[config.mk]
export PLATFORM = sky130hd
export DESIGN_NAME = regfile_scoreboard_flat
export DESIGN_NICKNAME = d
export VERILOG_FILES = /design/src/rtl/regfile_scoreboard_if.sv /design/src/rtl/regfile_scoreboard.sv /design/src/flat_wrapper.sv
export SDC_FILE = /design/constraint.sdc
export NUM_CORES = 2
export LEC_CHECK = 0
export BUFFER_PORTS_ARGS = -buffer_cell sky130_fd_sc_hd__buf_2
export CORE_MARGIN = 3
export CORE_UTILIZATION = 45
export CTS_CLUSTER_DIAMETER = 50
export DETAILED_ROUTE_END_ITERATION = 8
export PLACE_DENSITY = 0.72
export SYNTH_ARGS = -nofsm -noshare
export SYNTH_HDL_FRONTEND = slang
export SYNTH_SLANG_ARGS = --single-unit
[constraint.sdc]
create_clock -name clk -period 3.75 [get_ports clk]
set_clock_uncertainty 0.15 [all_clocks]
set_input_delay 0.75 -clock clk [delete_from_list [all_inputs] [get_ports clk]]
set_output_delay 0.75 -clock clk [all_outputs]
set_load 0.01 [all_outputs]
[src/rtl/regfile_scoreboard_if.sv]
// Register file / scoreboard port bundle: read ports, writeback and issue claim.
// master = pipeline side (issue, decode, writeback); slave = regfile_scoreboard.
interface regfile_scoreboard_if #(
    parameter int XLEN  = 32,
    parameter int NREGS = 32,
    parameter int NRP   = 2
);
    localparam int AW = $clog2(NREGS);

    logic [NRP*AW-1:0]   rd_addr;
    logic [NRP*XLEN-1:0] rd_data;
    logic [NRP-1:0]      rd_busy;
    logic                we;
    logic [AW-1:0]       wa;
    logic [XLEN-1:0]     wd;
    logic                iss_valid;
    logic [AW-1:0]       iss_addr;
    logic                iss_stall;
    logic [AW:0]         busy_cnt;

    modport master (
        output rd_addr, we, wa, wd, iss_valid, iss_addr,
        input  rd_data, rd_busy, iss_stall, busy_cnt
    );

    modport slave (
        input  rd_addr, we, wa, wd, iss_valid, iss_addr,
        output rd_data, rd_busy, iss_stall, busy_cnt
    );
endinterface

[src/rtl/regfile_scoreboard.sv]
// Multi-read-port integer register file with per-register busy scoreboard (x0 = 0).
// Optional macro BYPASS_EN: same-cycle writeback forwarding to reads and issue stall.
module regfile_scoreboard #(
    parameter int XLEN  = 32,
    parameter int NREGS = 32,
    parameter int NRP   = 2
) (
    input  logic              clk,
    input  logic              rst_n,
    regfile_scoreboard_if.slave bus
);
    localparam int AW = $clog2(NREGS);

    logic [XLEN-1:0]  regs [NREGS];
    logic [NREGS-1:0] busy;
    logic [AW:0]      cnt;
    logic             wr_hit;
    logic             iss_busy;
    logic             claim;
    logic             clr;
    logic [AW-1:0]    ra;

    always_comb begin
        wr_hit   = bus.we && (bus.wa != '0);
        iss_busy = busy[bus.iss_addr] && (bus.iss_addr != '0);
`ifdef BYPASS_EN
        if (bus.we && (bus.wa == bus.iss_addr)) begin
            iss_busy = 1'b0;
        end
`endif
        bus.iss_stall = bus.iss_valid && iss_busy;
        claim = bus.iss_valid && !iss_busy && (bus.iss_addr != '0);
        clr   = wr_hit && busy[bus.wa];
    end

    always_comb begin
        bus.rd_data = '0;
        bus.rd_busy = '0;
        ra          = '0;
        for (int p = 0; p < NRP; p++) begin
            ra = bus.rd_addr[p*AW +: AW];
            if (ra != '0) begin
                bus.rd_data[p*XLEN +: XLEN] = regs[ra];
                bus.rd_busy[p]              = busy[ra];
            end
`ifdef BYPASS_EN
            if (wr_hit && (bus.wa == ra)) begin
                bus.rd_data[p*XLEN +: XLEN] = bus.wd;
                bus.rd_busy[p]              = 1'b0;
            end
`endif
        end
    end

    always_ff @(posedge clk or negedge rst_n) begin
        if (!rst_n) begin
            for (int i = 0; i < NREGS; i++) begin
                regs[i] <= '0;
            end
        end else if (wr_hit) begin
            regs[bus.wa] <= bus.wd;
        end
    end

    // Claim is applied after the writeback clear so a new producer keeps the bit.
    always_ff @(posedge clk or negedge rst_n) begin
        if (!rst_n) begin
            busy <= '0;
            cnt  <= '0;
        end else begin
            if (wr_hit) begin
                busy[bus.wa] <= 1'b0;
            end
            if (claim) begin
                busy[bus.iss_addr] <= 1'b1;
            end
            cnt <= cnt + {{AW{1'b0}}, claim} - {{AW{1'b0}}, clr};
        end
    end

    assign bus.busy_cnt = cnt;
endmodule
[src/flat_wrapper.sv]
// flat-port wrapper written by rule: the top's interface ports become plain ports
module regfile_scoreboard_flat 
#(
    parameter int XLEN  = 32,
    parameter int NREGS = 32,
    parameter int NRP   = 2
)
  (clk, rst_n, bus_rd_addr, bus_we, bus_wa, bus_wd, bus_iss_valid, bus_iss_addr, bus_rd_data, bus_rd_busy, bus_iss_stall, bus_busy_cnt);
  regfile_scoreboard_if #(.XLEN(XLEN), .NREGS(NREGS), .NRP(NRP)) bus_i ();
  input  logic clk;
  input  logic rst_n;
  input wire logic [$bits(bus_i.rd_addr)-1:0] bus_rd_addr;
  input wire logic [$bits(bus_i.we)-1:0] bus_we;
  input wire logic [$bits(bus_i.wa)-1:0] bus_wa;
  input wire logic [$bits(bus_i.wd)-1:0] bus_wd;
  input wire logic [$bits(bus_i.iss_valid)-1:0] bus_iss_valid;
  input wire logic [$bits(bus_i.iss_addr)-1:0] bus_iss_addr;
  output wire logic [$bits(bus_i.rd_data)-1:0] bus_rd_data;
  output wire logic [$bits(bus_i.rd_busy)-1:0] bus_rd_busy;
  output wire logic [$bits(bus_i.iss_stall)-1:0] bus_iss_stall;
  output wire logic [$bits(bus_i.busy_cnt)-1:0] bus_busy_cnt;
  assign bus_i.rd_addr = bus_rd_addr;
  assign bus_i.we = bus_we;
  assign bus_i.wa = bus_wa;
  assign bus_i.wd = bus_wd;
  assign bus_i.iss_valid = bus_iss_valid;
  assign bus_i.iss_addr = bus_iss_addr;
  assign bus_rd_data = bus_i.rd_data;
  assign bus_rd_busy = bus_i.rd_busy;
  assign bus_iss_stall = bus_i.iss_stall;
  assign bus_busy_cnt = bus_i.busy_cnt;
  regfile_scoreboard #(.XLEN(XLEN), .NREGS(NREGS), .NRP(NRP)) u_core (.clk(clk), .rst_n(rst_n), .bus(bus_i));
endmodule
=== Word-level counts from Yosys, hierarchy flattened ===
Cells that the tools add are included.
W data, S select, Z words.

* $mul: 0
* Shifts and indexed selects: 0
* Divide/modulo/power cells: 0
* Bitwise operators: 6
* Order comparisons: 10
* Reduce and logical (&&, ||, !) cells: 14
* Mux-type cells: 27
* Add/subtract/negate cells: 2
* Equal/unequal tests: 0

{| class="wikitable"
|+ Operators by type and width
! cell !! count
|-
| $bwmux W1024 || 1
|-
| $bmux W32 S5 || 2
|-
| $mux W32 || 9
|-
| $demux W32 S5 || 1
|-
| $and A32 B32 Y32 || 1
|-
| $not A32 Y32 || 1
|-
| $or A32 B32 Y32 || 1
|-
| $lt A5 B6 Y1 const B || 4
|-
| $bmux W1 S5 || 4
|-
| $reduce_bool A5 Y1 || 4
|-
| $ge A6 B6 Y1 const B || 3
|-
| $not A5 Y6 || 3
|-
| $demux W1 S5 || 2
|-
| $ge A5 B1 Y1 const B || 2
|-
| $logic_and A1 B1 Y1 || 9
|-
| $mux W1 || 8
|-
| $add A6 B1 Y6 || 1
|-
| $lt A6 B1 Y1 const B || 1
|-
| $sub A6 B1 Y6 || 1
|-
| $logic_not A1 Y1 || 1
|}

* Word-level logic and storage cells: 93
* Memories: 0
* Register bits after elaboration: 1062
* Memory bits (read-only): 0
* RAM bits: 0
* Output and inout port bits: 73
* Latch bits: 0
* Input bits: 56

=== Logic depth before layout (Yosys ltp) ===
* Word-level depth: 9
* Gate-level depth with buffers: 14
* Depth with buffers taken out: 13

=== Worst setup path before layout ===
Ideal clock, no wire load.

* Kind: input-to-reg
* From: in bus_wa[0]
* To: reg u_core.cnt[4], in the netlist u_core.bus.busy_cnt[4]
* Data required time: 3.520 ns
* Setup time: 0.080 ns
* Slack: 0.369 ns
* Path buffers: 1
* Stages: 13
* Arrival: 3.152 ns
* Cells stage by stage: buf_4 -> mux4_2 -> a22o_1 -> a31oi_1 -> a31oi_1 -> ha_1 -> inv_1 -> ha_1 -> fa_1 -> a21oi_1 -> nor2_1 -> nor2_1 -> xnor2_1

* Longest elaborated chain between the ends: 4
* Elaborated cells on any way between the ends: 6
* Classes of those cells: 1 x add/sub; 2 x mux; 3 x reduce/logical

{| class="wikitable"
|+ RTL lines
! what !! line !! text
|-
| start, declared || flat_wrapper.sv:14 || <nowiki>input wire logic [$bits(bus_i.wa)-1:0] bus_wa;</nowiki>
|-
| $bmux W1 S5 or $reduce_bool A5 Y1 (tied branches) || regfile_scoreboard.sv:33, regfile_scoreboard.sv:24 ||
|-
| $mux W1 (not written as such) or $logic_and A1 B1 Y1 (tied branches) || regfile_scoreboard.sv:33, regfile_scoreboard.sv:24 ||
|-
| $logic_and A1 B1 Y1 (*) || regfile_scoreboard.sv:33 || <nowiki>clr = wr_hit && busy[bus.wa];</nowiki>
|-
| $sub A6 B1 Y6 (*) || regfile_scoreboard.sv:77 || <nowiki>cnt <= cnt + {{AW{1'b0}}, claim} - {{AW{1'b0}}, clr};</nowiki>
|-
| end signal, assigned || regfile_scoreboard.sv:77 ||
|-
| end, declared || regfile_scoreboard.sv:16 || <nowiki>logic [AW:0] cnt;</nowiki>
|}

Mark *: on every way between the ends. The rest lies on a longest branch, timed or not. The select of a mux whose other input is x is not followed.
A chain may end at the register's enable or synchronous reset.

=== Worst setup path in the final report ===
* From: in bus_rd_addr[0]
* To: out bus_rd_data[5]

* Longest elaborated chain between the ends: 5
* Elaborated cells on any way between the ends: 6
* Classes of those cells: 4 x mux; 1 x bitwise; 1 x reduce/logical

{| class="wikitable"
|+ RTL lines
! what !! line !! text
|-
| start, declared || flat_wrapper.sv:12 || <nowiki>input wire logic [$bits(bus_i.rd_addr)-1:0] bus_rd_addr;</nowiki>
|-
| $not A5 Y6 (not written as such) || regfile_scoreboard.sv:43 || <nowiki>bus.rd_data[p*XLEN +: XLEN] = regs[ra];</nowiki>
|-
| $bmux W32 S5 || regfile_scoreboard.sv:43 ||
|-
| $mux W32 (not written as such) (2 in series) || regfile_scoreboard.sv:43 ||
|-
| $mux W32 (*) || regfile_scoreboard.sv:42 || <nowiki>if (ra != '0) begin</nowiki>
|-
| end, declared || flat_wrapper.sv:18 || <nowiki>output wire logic [$bits(bus_i.rd_data)-1:0] bus_rd_data;</nowiki>
|}

Marks and branches as above.

==> results.json <==
{
  "die_x_microns": 363.0,
  "tightest_slew_ns": 1.040,
  "firstDrtPassIters": 5,
  "numCtsBuffers": 120,
  "drc": 0,
  "yosysTopAreaCellShare": 0.4635,
  "dpl.hpwl_microns": 99190,
  "setup_viol_count_final": 0,
  "cts-root-buf": "clkbuf_16",
  "start_util": 0.4548,
  "path_class": "primary input to output pin",
  "avgRoutedWirePerCell_microns": 29.61,
  "endpoint_kind": "output pin",
  "hold_viol": 0,
  "clock-sinks": 1062,
  "fp.dieH_microns": 363.0,
  "crit_path_max_incr_delay_ns": 0.51,
  "layout.area.seq_sq_um": 26580,
  "combPwrFrac": 0.205,
  "h-tree-depth": 3,
  "clock_latency_ns": 0.70,
  "finalWirelength_microns": 161000,
  "grt_pass1_wl_microns": 244700,
  "critPathLaunchType": "primary input",
  "switching_share": 0.2708,
  "path_clk_slew_ns": 0.06,
  "tns_ns": 0,
  "crit_chain": "buf_8 > buf_16 > buf_4 > mux4_2 > mux4_2 > clkinv_1 > a21oi_1 > buf_4 > buf_2",
  "ys.flop_type": "dfrtp_1",
  "fp.dieArea_sq_um": 131700,
  "core_area_sq_um": 126100,
  "cp_slowest_cell": "mux4_2",
  "clockPowerShare": 0.357,
  "grt_overflow_total": 0,
  "syn_avg_cell_area_sq_um": 15.83,
  "clock.fmax_mhz": 267.3,
  "grt_usage": 0.2466,
  "gp_congestion": 0.8295,
  "status": "completed",
  "cts_buffer_depth": 3,
  "crit_fanout": 11,
  "fin_nets": 3749,
  "syn_nets": 3685,
  "p_switching_mw": 9.465,
  "io_pins": 129,
  "p_leak_nw": 28.53,
  "grt_pass1_vias": 37380,
  "relSlewSlack": 0.3037,
  "syn_area_sq_um": 57340,
  "antenna_found_initial": 9,
  "period_share": 0.9978,
  "total_power_mw": 34.95,
  "cap_violations": 0,
  "via_per_inst": 6.462,
  "synth_cells": 3622,
  "ys_types": 55,
  "power_density_nw_per_um2": 535.0,
  "syn_to_final_growth_pct": 13.93,
  "fp-row-count": 130,
  "synth_seq_cells": 1062,
  "vias": 35150,
  "hold_class": "flop to flop",
  "fin_crit_ns": 3.742,
  "drv_slew": 0,
  "port_buffers": 128,
  "p_int_mw": 25.48,
  "cp.arrival_ns": 2.84,
  "yosys_warnings": 0,
  "crit_required_ns": 2.85,
  "drt_iter0_drc": 3165,
  "irDropWorstVdd_mv": 0.3556,
  "crit_family": "multiplexers",
  "drive_gt1_frac": 0.3972,
  "n_fill_cell": 10070,
  "cp_num_buf_inv": 6,
  "grt_max_degree": 114,
  "synth_edf_count": 0,
  "async_flop_share": 1.000,
  "ys_seq_area_frac": 0.4635,
  "pwr-share-seq": 0.438,
  "cts_tree": "built",
  "synth_area_leaders": "dfrtp_1 (46%), mux4_2 (24%), mux2_1 (14%), mux2_2 (5.6%), mux2i_1 (2.5%)",
  "yosysTopAreaCell": "dfrtp_1",
  "ant_nets": 0,
  "multiInputGateArea_sq_um": 28570
}
[sequential cells by signal, indices dropped and copies added (netlist names)]
register	flops
u_core.busy	32
u_core.bus.busy_cnt	6
u_core.regs	1024
[synthesized netlist by cell type, types with 3 or more instances]
cell      count
a21oi_1      70
a221o_1      66
a22o_1        6
a31oi_1       3
a32o_1       20
buf_1        43
buf_2       124
buf_4        31
buf_6        23
clkbuf_1    197
clkinv_1     66
dfrtp_1    1062
ha_1          6
inv_1        19
inv_2         7
mux2_1      713
mux2_2      283
mux2i_1     145
mux4_2      602
nand2_1      28
nand2b_1      3
nand3_1       6
nor2_1       30
nor2_2        3
nor2_4        3
nor2b_1       4
nor3_1        7
nor3b_2       3
o21ai_0       5
o21ai_1       5
o22ai_1       3
or3_1         3
xnor2_1       4
[area by class of cell]
class	instances	share of cell area
Antenna cell	5	0.0001915
Timing Repair Buffer	360	0.05409
Multi-Input combinational cell	2050	0.4374
Sequential cell	1062	0.4068
Clock buffer	159	0.05223
Tap cell	1650	0.03160
Inverter	92	0.005286
Clock inverter	61	0.01235
[cells by family after synthesis]
logic type | count (synthesis) | synth area share
simple gates | 102 | 0.009755
flops | 1062 | 0.4635
fa+ha+maj | 7 | 0.001658
mux | 1743 | 0.4574
compound gates | 192 | 0.02568
xor+xnor | 5 | 0.0007637
buf+inv | 511 | 0.04126
[routing by layer]
layer  track usage  wire, microns  share of wire  vias to the layer above
met3       0.04342          11310          0.070                      351
li1              -              -              -                    14210
met1        0.3348          65480           0.41                    19240
met4        0.1041           6877          0.043                        2
met5             0              9       0.000056                        -
met2        0.3947          77360           0.48                     1352
[final timing paths]
path	from	endpoint	slack [ns]	cells past startpoint
worst max-delay path	bus_rd_addr[0]	bus_rd_data[5]	0.008	9
worst min-delay path	u_core.regs[1012]	u_core.regs[1012]	0.24	0
worst max register to register	u_core.busy[29]	u_core.bus.busy_cnt[4]	0.55	12
worst min register to register	u_core.regs[1012]	u_core.regs[1012]	0.24	0
max in group asynchronous	rst_n	u_core.regs[7]	1.94	4
min in group asynchronous	rst_n	u_core.bus.busy_cnt[4]	0.41	2
[power by group through the flow]
stage / Combinational (mW) / Clock (mW) / Sequential (mW)
3_5_place_dp: 7.16 / 0 / 15.4
2_1_floorplan: 5.43 / 0 / 14.9
5_1_grt: 7.71 / 13.1 / 15.6
6_report: 7.16 / 12.5 / 15.3
4_1_cts: 7.21 / 12.6 / 15.3
3_3_place_gp: 6.99 / 0 / 15.3
[cells in the final DEF (no fill, tap or decap), drive strengths merged, types with 10 or more instances in the layout]
cell / count
clkbuf: 161
nand2: 28
a32o: 20
o21ai: 10
inv: 37
clkinvlp: 10
nor2: 36
a221o: 66
a21oi: 70
mux2: 996
clkinv: 90
buf: 357
dfrtp: 1062
mux4: 602
bufinv: 16
mux2i: 145
[stage by stage]
step           worst slack (ns)  hold WS, ns  area, sq um  std cells    util
5_1_grt              -0.0007581       0.2594        65320       5438  0.5182
3_3_place_gp            -0.1195       0.2263        60930       5200  0.4833
6_report               0.008266       0.2435        65330       5439  0.5182
4_1_cts                 0.01109       0.2215        65210       5426  0.5173
3_5_place_dp            -0.1318       0.2341        60930       5200  0.4833
2_1_floorplan            0.3686       0.2913        57340       3622       -
[timing repair]
action / CTS / global route
buffers inserted: 5 / 8
hold buffers: 1 / 0
resized for setup: 3 / 7
gates cloned: 0 / 1
endpoints found under the setup margin: 4 / 11
hold endpoints to repair: 24 / 0
(Power assumes the default switching activity.)
